===== config.mk =====
export PLATFORM = sky130hd
export DESIGN_NAME = sync_fifo_fwft
export DESIGN_NICKNAME = d
export VERILOG_FILES = /design/src/rtl/sync_fifo_fwft.sv
export SDC_FILE = /design/constraint.sdc
export NUM_CORES = 1
export LEC_CHECK = 0
export CORE_UTILIZATION = 55
export CTS_BUF_LIST = sky130_fd_sc_hd__clkbuf_2
export DETAILED_ROUTE_END_ITERATION = 16
export GPL_TIMING_DRIVEN = 0
export MAX_ROUTING_LAYER = met4
export PLACE_DENSITY = 0.77
export SLEW_MARGIN = 15
export SYNTH_ARGS = -nofsm -noshare
export SYNTH_HDL_FRONTEND = slang
export SYNTH_SLANG_ARGS = --single-unit

===== constraint.sdc =====
create_clock -name clk -period 3 [get_ports clk]
set_clock_uncertainty 0.15 [all_clocks]
set_input_delay 0.3 -clock clk [delete_from_list [all_inputs] [get_ports clk]]
set_output_delay 0.3 -clock clk [all_outputs]
set_load 0.01 [all_outputs]

===== src/rtl/sync_fifo_fwft.sv =====
// sync_fifo_fwft: single-clock FIFO with registered or first-word-fall-through read, level flags and sticky errors
module sync_fifo_fwft #(
    parameter int WIDTH    = 8,
    parameter int DEPTH    = 16,
    parameter int FWFT     = 0,
    parameter int AF_LEVEL = DEPTH - 2,
    parameter int AE_LEVEL = 2
) (
    input  logic                     clk,
    input  logic                     rst_n,
    input  logic                     i_flush,
    input  logic                     i_wren,
    input  logic [WIDTH-1:0]         i_wrdata,
    input  logic                     i_rden,
    output logic [WIDTH-1:0]         o_rddata,
    output logic                     o_rdvalid,
    output logic                     o_full,
    output logic                     o_empty,
    output logic                     o_almost_full,
    output logic                     o_almost_empty,
    output logic [$clog2(DEPTH):0]   o_count,
    input  logic                     i_clr_err,
    output logic                     o_overflow,
    output logic                     o_underflow
);
    localparam int AW = $clog2(DEPTH);
    localparam logic [AW:0] AF = (AW+1)'(AF_LEVEL);
    localparam logic [AW:0] AE = (AW+1)'(AE_LEVEL);
    logic [WIDTH-1:0] mem [DEPTH];
    logic [AW:0] wrptr, rdptr, count;
    logic wr_acc, rd_acc;
    assign o_empty        = wrptr == rdptr;
    assign o_full         = (wrptr[AW] != rdptr[AW]) && (wrptr[AW-1:0] == rdptr[AW-1:0]);
    assign o_almost_full  = count >= AF;
    assign o_almost_empty = count <= AE;
    assign o_count        = count;
    // flush suppresses both the operations and any error they would raise
    assign wr_acc = i_wren & ~o_full & ~i_flush;
    assign rd_acc = i_rden & ~o_empty & ~i_flush;
    always_ff @(posedge clk or negedge rst_n) begin
        if (!rst_n) begin
            wrptr       <= '0;
            rdptr       <= '0;
            count       <= '0;
            o_overflow  <= 1'b0;
            o_underflow <= 1'b0;
        end else begin
            wrptr       <= i_flush ? '0 : wrptr + (AW+1)'(wr_acc);
            rdptr       <= i_flush ? '0 : rdptr + (AW+1)'(rd_acc);
            count       <= i_flush ? '0 : count + (AW+1)'(wr_acc) - (AW+1)'(rd_acc);
            o_overflow  <= (o_overflow & ~i_clr_err) | (i_wren & o_full & ~i_flush);
            o_underflow <= (o_underflow & ~i_clr_err) | (i_rden & o_empty & ~i_flush);
        end
    end
    always_ff @(posedge clk) begin
        if (wr_acc)
            mem[wrptr[AW-1:0]] <= i_wrdata;
    end
    if (FWFT != 0) begin : g_fwft
        assign o_rddata  = mem[rdptr[AW-1:0]];
        assign o_rdvalid = ~o_empty;
    end else begin : g_reg
        always_ff @(posedge clk or negedge rst_n) begin
            if (!rst_n) begin
                o_rddata  <= '0;
                o_rdvalid <= 1'b0;
            end else begin
                o_rddata  <= rd_acc ? mem[rdptr[AW-1:0]] : o_rddata;
                o_rdvalid <= rd_acc;
            end
        end
    end
endmodule


==> results of run 1 <==
-- repair_timing --
item | in CTS | in global routing
buffers inserted | 1 | 2
hold buffers | 1 | 3
pin swaps | 3 | 4
hold endpoints to repair | 2 | 26
resized for setup | 6 | 6
setup endpoints to repair | 4 | 18
-- cells in the mapped netlist (3+ instances only) --
cell type / n
ha_1: 12
xor2_1: 8
nor4b_1: 4
nor4_1: 4
dfrtp_1: 26
mux2_4: 6
nor3_1: 5
a21oi_1: 3
xnor2_1: 8
buf_6: 3
nand3_1: 3
clkbuf_1: 7
nand2b_1: 4
edfxtp_1: 128
nand2_1: 14
inv_1: 13
nor2_1: 18
mux4_2: 30
a22oi_1: 16
nor2b_1: 7
buf_2: 3
-- cell type report --
cell class                 instances  area share [%]
inverter                          13           0.670
clock inverter                    11            1.68
tap                              140            2.41
buffer                            18            1.56
clock buffer                      19            1.31
timing repair buffer              48            6.22
sequential                       154            61.7
multi-input combinational        160            24.4
-- sequential cells by signal (all words and copies together) (netlist names) --
name	count
o_rdvalid	1
rdptr	5
wrptr	5
mem	128
o_count	5
o_overflow	1
o_rddata	8
o_underflow	1
-- kinds of logic after synthesis --
group | after synthesis
muxes | 40
and+or+nand+nor | 64
AOI/OAI and AO/OA | 27
adders and majority gates | 13
DFF | 154
xor gates and xnor gates | 16
buffers and inverters | 31
-- cells in the final DEF (no fill, tap or decap), types with 4 or more instances in the layout --
cell type	instances
nor2_1	16
nor2b_1	7
nor4_2	4
ha_1	11
edfxtp_1	128
nor3_2	4
nand2_1	14
dfrtp_1	26
mux4_2	30
nand2b_1	4
clkbuf_2	21
nor4b_2	4
clkbuf_1	7
xor2_1	8
inv_1	13
xnor2_1	7
mux2_4	6
buf_4	12
a22oi_1	16
clkdlybuf4s50_1	30
buf_2	4
-- metal layers --
layer	GRT usage [%]	vias to the layer above	wire, um
li1	-	1476	-
met1	31.3	1659	5170
met2	34.6	116	5810
met3	6.16	14	713
met4	8.67	0	266
met5	-	-	0
-- worst max path at each step --
stage                                 to  cells after the start
floorplan           o_count[4]$_DFF_PN0_                     13
finish              o_count[4]$_DFF_PN0_                     13
global route        o_count[4]$_DFF_PN0_                     14
CTS                 o_count[4]$_DFF_PN0_                     14
global placement     mem[3][2]$_DFFE_PP_                      4
detailed placement  o_count[4]$_DFF_PN0_                     13
-- through the flow --
stage	total power, mW	hold slack, ns	setup WS (ns)
after floorplan	2.85	-0.146	0.142
after global placement	3.14	0.351	-0.751
after CTS	4.22	0.0128	-0.0656
final	4.21	0.0849	0.0493
after detailed placement	3.15	0.351	-0.260
after global routing	4.40	0.0348	-0.110
-- worst max-delay path, delay by kind of cell, from the launching register on --
family | cells | cell delay, ns
buf+inv | 3 | 0.37
simple gates | 2 | 0.45
compound gates | 3 | 0.49
fa+ha+maj | 2 | 0.54
xor+xnor | 3 | 0.43
flops | 1 | 0.41
-- power by group through the flow --
stage | logic, mW | registers, mW | clock network (mW)
finish | 0.661 | 2.46 | 1.09
global route | 0.724 | 2.47 | 1.20
CTS | 0.655 | 2.46 | 1.11
detailed placement | 0.647 | 2.51 | 0
global placement | 0.631 | 2.51 | 0
floorplan | 0.315 | 2.53 | 0
==> metrics.md, run 1 <==
| Metric | Value |
|---|---|
| Fin. max-slew vios | `0` |
| Clk buf depth | `2` |
| Fraction of the mapped netlist area in simple logic gates | `5.21%` |
| Buffers on Ports | `33` |
| CP max stage delay | `0.41 ns` |
| Ports | `34` |
| Top cell type's share of synthesized area | `60.8%` |
| Clock-pin slew on the worst setup and hold paths | `0.19 ns` |
| Drt total wl | `12000 um` |
| Area leader, netlist | `edfxtp_1` |
| Clock root buffer | `clkbuf_2` |
| Post-DRT Antenna Nets | `0` |
| Placed Cells | `526` |
| Full die area | `0.0119 mm^2` |
| Hold path depth | `3` |
| Post-DR vias/cell | `5.80` |
| Worst setup SP type | `flip-flop` |
| Syn_nets | `372` |
| Crit Path Class | `reg2reg` |
| Fill count | `777` |
| Max_cap viols | `0` |
| Unique masters post-synth | `38` |
| Cells after Synth | `345` |
| Remaining routing DRC violations | `0` |
| Reg2reg start | `rdptr[0]$_DFF_PN0_` |
| Post-DP HPWL | `8000 um` |
| CP max FO | `10` |
| Die Width | `109 um` |
| DRT Pass-1 Iters | `4` |
| CP max-delay cell | `dfrtp_1` |
| Multi-input logic area | `0.00178 mm^2` |
| Area occupied by registers | `0.00449 mm^2` |
| Finished Core Util | `66.0%` |
| Max Clock Freq | `0.339 GHz` |
| Post-DP Area | `0.00695 mm^2` |
| Largest net degree at the start of global routing | `27` |
| Number of global-route vias before repair | `3230` |
| Initial Utilization | `57.3%` |
| Compound-Gate Fraction of Synth Area | `3.07%` |
| Top post-synthesis cells by area | `edfxtp_1 61%, mux4_2 11%, dfrtp_1 10%` |
| Clock Latency Late Sink | `0.71 ns` |
| # rows | `38` |
| CTS H-Tree Depth | `4` |
| Crit path from | `rdptr[0]$_DFF_PN0_` |
| FF-to-FF End | `o_count[4]$_DFF_PN0_` |
| Ys flop type | `edfxtp_1` |
| #FFs+latches synth | `154` |
| Seq pwr share | `58.5%` |
| Crit end category | `flip-flop` |
| Mean Syn Cell Area | `18.3 um^2` |
| Flop2flop setup slack | `0.05 ns` |
| EDFF count, synth | `128` |
| TNS Setup | `0 ns` |
| Hold Path Class | `in2reg` |
| Pleak | `2.51 nW` |
| Inserted Diodes | `0` |
| Pwr Density | `578 mW/mm^2` |
| Post-Synth Adder-Cell Area | `2.69%` |
| Clock share of power | `25.9%` |
| Largest family of logic cells by synthesized area | `multiplexers` |
| Die height | `109 um` |
| Period utilization | `98.4%` |
| Async set or reset register ratio after synthesis | `16.9%` |
| Status | `finished clean` |
| Fin crit period | `2.95 ns` |
| Final Hold Viols | `0` |
| Gate power share | `15.7%` |
| Final setup vio count | `0` |
| Nets | `439` |
| Gr ovfl total | `0` |
| R2R depth | `13` |
| All-Layer GR Usage | `23.3%` |
| Layout area overhead | `15.2%` |
| Final Non-Filler Cells | `563` |
| Clk sinks | `154` |
| Worst slew margin | `43.8%` |
| Critical Path RT | `3.45 ns` |
| Layout cells sized above 1 | `26.0%` |
| Hold Startpoint | `i_wren` |
| CP cell instances | `buf_6 > xor2_1 > nor4_4 > a21o_4 > buf_8 > xnor2_2 > ha_2 > inv_1 > fa_2 > o21bai_1 > a21oi_1 > xnor2_1 > nor2_1` |
| Register area share after synthesis | `71.1%` |
| Drt wl/cell | `21.2 um` |
| Sw frac | `24.9%` |
| Synth Area in XOR/XNOR | `2.22%` |
| Initial antenna violation count | `0` |
| Cell area after layout | `0.00728 mm^2` |
| First-pass GRT wire length | `18500 um` |
| Net Switching | `1.05 mW` |
| Mux cell area share after synthesis | `13.3%` |
| RSZ-0062 raised after global routing | `yes` |
| Synth Warn # | `0` |
| GPL Wtd Cong | `0.828` |
| Iter 0 DRT Violations | `238` |
| Post-synthesis cell area | `0.00632 mm^2` |
| Slew at the pin closest to its max-slew limit | `0.839 ns` |
| Internal Pwr Total | `3.16 mW` |
| Via count | `3265` |
| Inserted Clock Buffers | `17` |
| Core region area | `0.0110 mm^2` |
| Clock tree from TritonCTS | `done` |
| Maximum VDD drop | `526 uV` |
| WHS Endpoint | `o_overflow$_DFF_PN0_` |
| CP arrival | `3.40 ns` |
Note: power is estimated with default switching activity, not from simulation.
==> run 2, diff against run 1 <==
--- a/config.mk
+++ b/config.mk
@@ -5,12 +5,13 @@
 export SDC_FILE = /design/constraint.sdc
 export NUM_CORES = 1
 export LEC_CHECK = 0
+export CORE_MARGIN = 5
 export CORE_UTILIZATION = 55
 export CTS_BUF_LIST = sky130_fd_sc_hd__clkbuf_2
 export DETAILED_ROUTE_END_ITERATION = 16
 export GPL_TIMING_DRIVEN = 0
 export MAX_ROUTING_LAYER = met4
-export PLACE_DENSITY = 0.77
+export PLACE_DENSITY = 0.74
 export SLEW_MARGIN = 15
 export SYNTH_ARGS = -nofsm -noshare
 export SYNTH_HDL_FRONTEND = slang
==> constraint.sdc (replaced) <==
create_clock -name clk -period 3.7 [get_ports clk]
set_clock_uncertainty 0.15 [all_clocks]
set_input_delay 0.37 -clock clk [delete_from_list [all_inputs] [get_ports clk]]
set_output_delay 0.37 -clock clk [all_outputs]
set_load 0.01 [all_outputs]
==> metrics.md, run 2 (synthesis gave the netlist of run 1 again) <==
| Metric | Value |
|---|---|
| Nets | `435 (-0.91%)` |
| Crit path from | `rdptr[0]$_DFF_PN0_` |
| Commonest non-fill, non-tap cell in the layout | `edfxtp_1` |
| Ports | `34 (unchanged)` |
| Crit Path Class | `reg2reg` |
| Remaining routing DRC violations | `0 (unchanged)` |
| Largest register FFs | `128 (unchanged)` |
| Post-CTS Resized | `0 (-6)` |
| Most frequent cells in the layout | `128 x edfxtp_1, 32 x clkdlybuf4s50_1, 30 x mux4_2` |
| Most used cell, CP | `xnor2_1` |
| Internal Pwr Total | `2.55 mW (-19%)` |
| GPL Wtd Cong | `0.826 (-0.25%)` |
| Placed Cells | `529 (+0.57%)` |
| Slew at the pin closest to its max-slew limit | `0.903 ns (+0.0637 ns)` |
| Fin. max-slew vios | `0 (unchanged)` |
| Clock Latency Late Sink | `0.70 ns (about the same)` |
| Layout cells sized above 1 | `23.5% (-2.5 points)` |
| Gate power share | `15.7% (about the same)` |
| Drt wl/cell | `22.2 um (+4.3%)` |
| Inserted Clock Buffers | `17 (unchanged)` |
| Post-DP HPWL | `8720 um (+9.1%)` |
| Via count | `3291 (+0.80%)` |
| Seq pwr share | `58.8% (+0.3 points)` |
| Dpl ws | `0.255 ns (+0.516 ns)` |
| Final Hold Viols | `0 (unchanged)` |
| Clock-pin slew on the worst setup and hold paths | `0.21 ns (+0.02 ns)` |
| # rows | `39 (+2.6%)` |
| Clock tree from TritonCTS | `done` |
| Layout area overhead | `13.8%` |
| Worst setup SP type | `flip-flop` |
| Hold Path Class | `in2reg` |
| Net Switching | `842 uW (-20%)` |
| DRT Pass-1 Iters | `5 (+1)` |
| Clk sinks | `154 (unchanged)` |
| Buffers on Ports | `33 (unchanged)` |
| First-pass GRT wire length | `19600 um (+6.1%)` |
| Pwr Density | `471 mW/mm^2 (-19%)` |
| Worst slew margin | `39.6% (-4.3 points)` |
| Clock share of power | `25.4% (-0.5 points)` |
| Status | `finished clean` |
| Critical Path RT | `4.16 ns (+0.71 ns)` |
| Maximum VDD drop | `261 uV (-50%)` |
| Core region area | `0.0113 mm^2 (+2.6%)` |
| Reg2reg start | `rdptr[0]$_DFF_PN0_` |
| Hold Startpoint | `i_wren` |
| Clk buf depth | `2 (unchanged)` |
| Cts hold-fix bufs | `0 (-1)` |
| Initial antenna violation count | `1 (+1)` |
| CP arrival | `3.93 ns (+0.53 ns)` |
| CP cell instances | `buf_6 > xor2_1 > nor4_2 > a21o_2 > buf_4 > xnor2_1 > ha_1 > inv_1 > fa_1 > o21bai_1 > a21oi_1 > xnor2_1 > nor2_1` |
| Die Width | `117 um (+7.3%)` |
| Largest net degree at the start of global routing | `27 (unchanged)` |
| Sw frac | `24.8% (-0.064 points)` |
| CP max stage delay | `0.56 ns (+0.15 ns)` |
| Final setup vio count | `0 (unchanged)` |
| Full die area | `0.0137 mm^2 (+15%)` |
| Fill count | `788 (+1.4%)` |
| Post-DRT Antenna Nets | `0 (unchanged)` |
| CTS H-Tree Depth | `4 (unchanged)` |
| Post-DR vias/cell | `5.82 (+0.44%)` |
| Drt total wl | `12500 um (+4.7%)` |
| Gr ovfl total | `0 (unchanged)` |
| All-Layer GR Usage | `21.0% (-2.4 points)` |
| Hold Slack | `0.0994 ns (+0.0145 ns)` |
| Iter 0 DRT Violations | `377 (+58%)` |
| Crit end category | `flip-flop` |
| Final Non-Filler Cells | `565 (+0.36%)` |
| RSZ-0062 raised after global routing | `no` |
| Clock root buffer | `clkbuf_2` |
| Initial Utilization | `55.8% (-1.5 points)` |
| Max Clock Freq | `0.288 GHz (-15%)` |
| Post-route worst setup slack | `0.229 ns (+0.180 ns)` |
| Period utilization | `93.8% (-4.5 points)` |
| Post-CTS Setup Inserts | `0 (-1)` |
| Number of global-route vias before repair | `3384 (+4.8%)` |
| CP max-delay cell | `nor4_2` |
| Die height | `117 um (+7.3%)` |
| Max_cap viols | `0 (unchanged)` |
| Pleak | `2.47 nW (-1.6%)` |
| CP max FO | `10 (unchanged)` |
| Fin crit period | `3.47 ns (+0.520 ns)` |
-- run 2: cell types whose count changed in the layout (fill, tap and decap cells not counted), sizes merged --
cell	delta
clkinvlp	-1
clkbuf	-1
buf	-4
clkinv	+6
inv	-2
dlygate4sd2	-2
diode	+1
clkdlybuf4s50	+2
-- run 2: per-layer routing --
| metal | track usage (%) | part of all wire (%) | vias to the layer above |
|---|---|---|---|
| met5 | - | 0 | - |
| met4 | 6.19 | 0.86 | 0 |
| met3 | 5.45 | 7.0 | 9 |
| met2 | 33.0 | 51 | 121 |
| met1 | 27.2 | 41 | 1680 |
| li1 | - | - | 1481 |
-- run 2: cell type report --
| class | instances | area, um^2 | share of cell area (%) |
|---|---|---|---|
| Inverter | 13 | 48.8 | 0.678 |
| Timing Repair Buffer | 44 | 400 | 5.57 |
| Buffer | 18 | 104 | 1.44 |
| Multi-Input combinational cell | 160 | 1740 | 24.2 |
| Sequential cell | 154 | 4490 | 62.5 |
| Clock buffer | 18 | 90.1 | 1.25 |
| Antenna cell | 1 | 2.50 | 0.0348 |
| Clock inverter | 14 | 130 | 1.81 |
| Tap cell | 143 | 179 | 2.49 |
-- run 2: metrics by stage --
step           instance area [um^2]  setup TNS, ns  power [mW]  util (%)
2_1_floorplan                  6320              0        2.31         -
3_3_place_gp                   6830          -3.42        2.55      60.3
3_5_place_dp                   6950              0        2.57      61.4
4_1_cts                        7170              0        3.43      63.3
5_1_grt                        7190              0        3.56      63.5
6_report                       7190              0        3.39      63.5
-- run 2: path summary, 6_finish.rpt --
check	slack, ns	depth (start not counted)	end
max	0.23	13	o_count[4]$_DFF_PN0_
min	0.1	3	o_overflow$_DFF_PN0_
max reg2reg	0.23	13	o_count[4]$_DFF_PN0_
min reg2reg	0.39	1	o_rddata[2]$_DFFE_PN0P_
max in group asynchronous	1.64	4	o_rddata[6]$_DFFE_PN0P_
min in group asynchronous	0.51	3	wrptr[4]$_DFF_PN0_
-- run 2: power groups by stage --
stage	sequential, mW	combinational, mW	clock [mW]
after CTS	2.00	0.540	0.888
after global routing	2.01	0.581	0.974
after global placement	2.03	0.514	0
after floorplan	2.05	0.256	0
final	1.99	0.534	0.862
after detailed placement	2.04	0.534	0
-- run 2: critical path, delay by kind of cell, from the launching register on --
family | cells | cell delay (ns)
xor+xnor | 3 | 0.52
flops | 1 | 0.43
buf+inv | 3 | 0.46
fa+ha+maj | 2 | 0.59
simple gates | 2 | 0.61
compound gates | 3 | 0.60
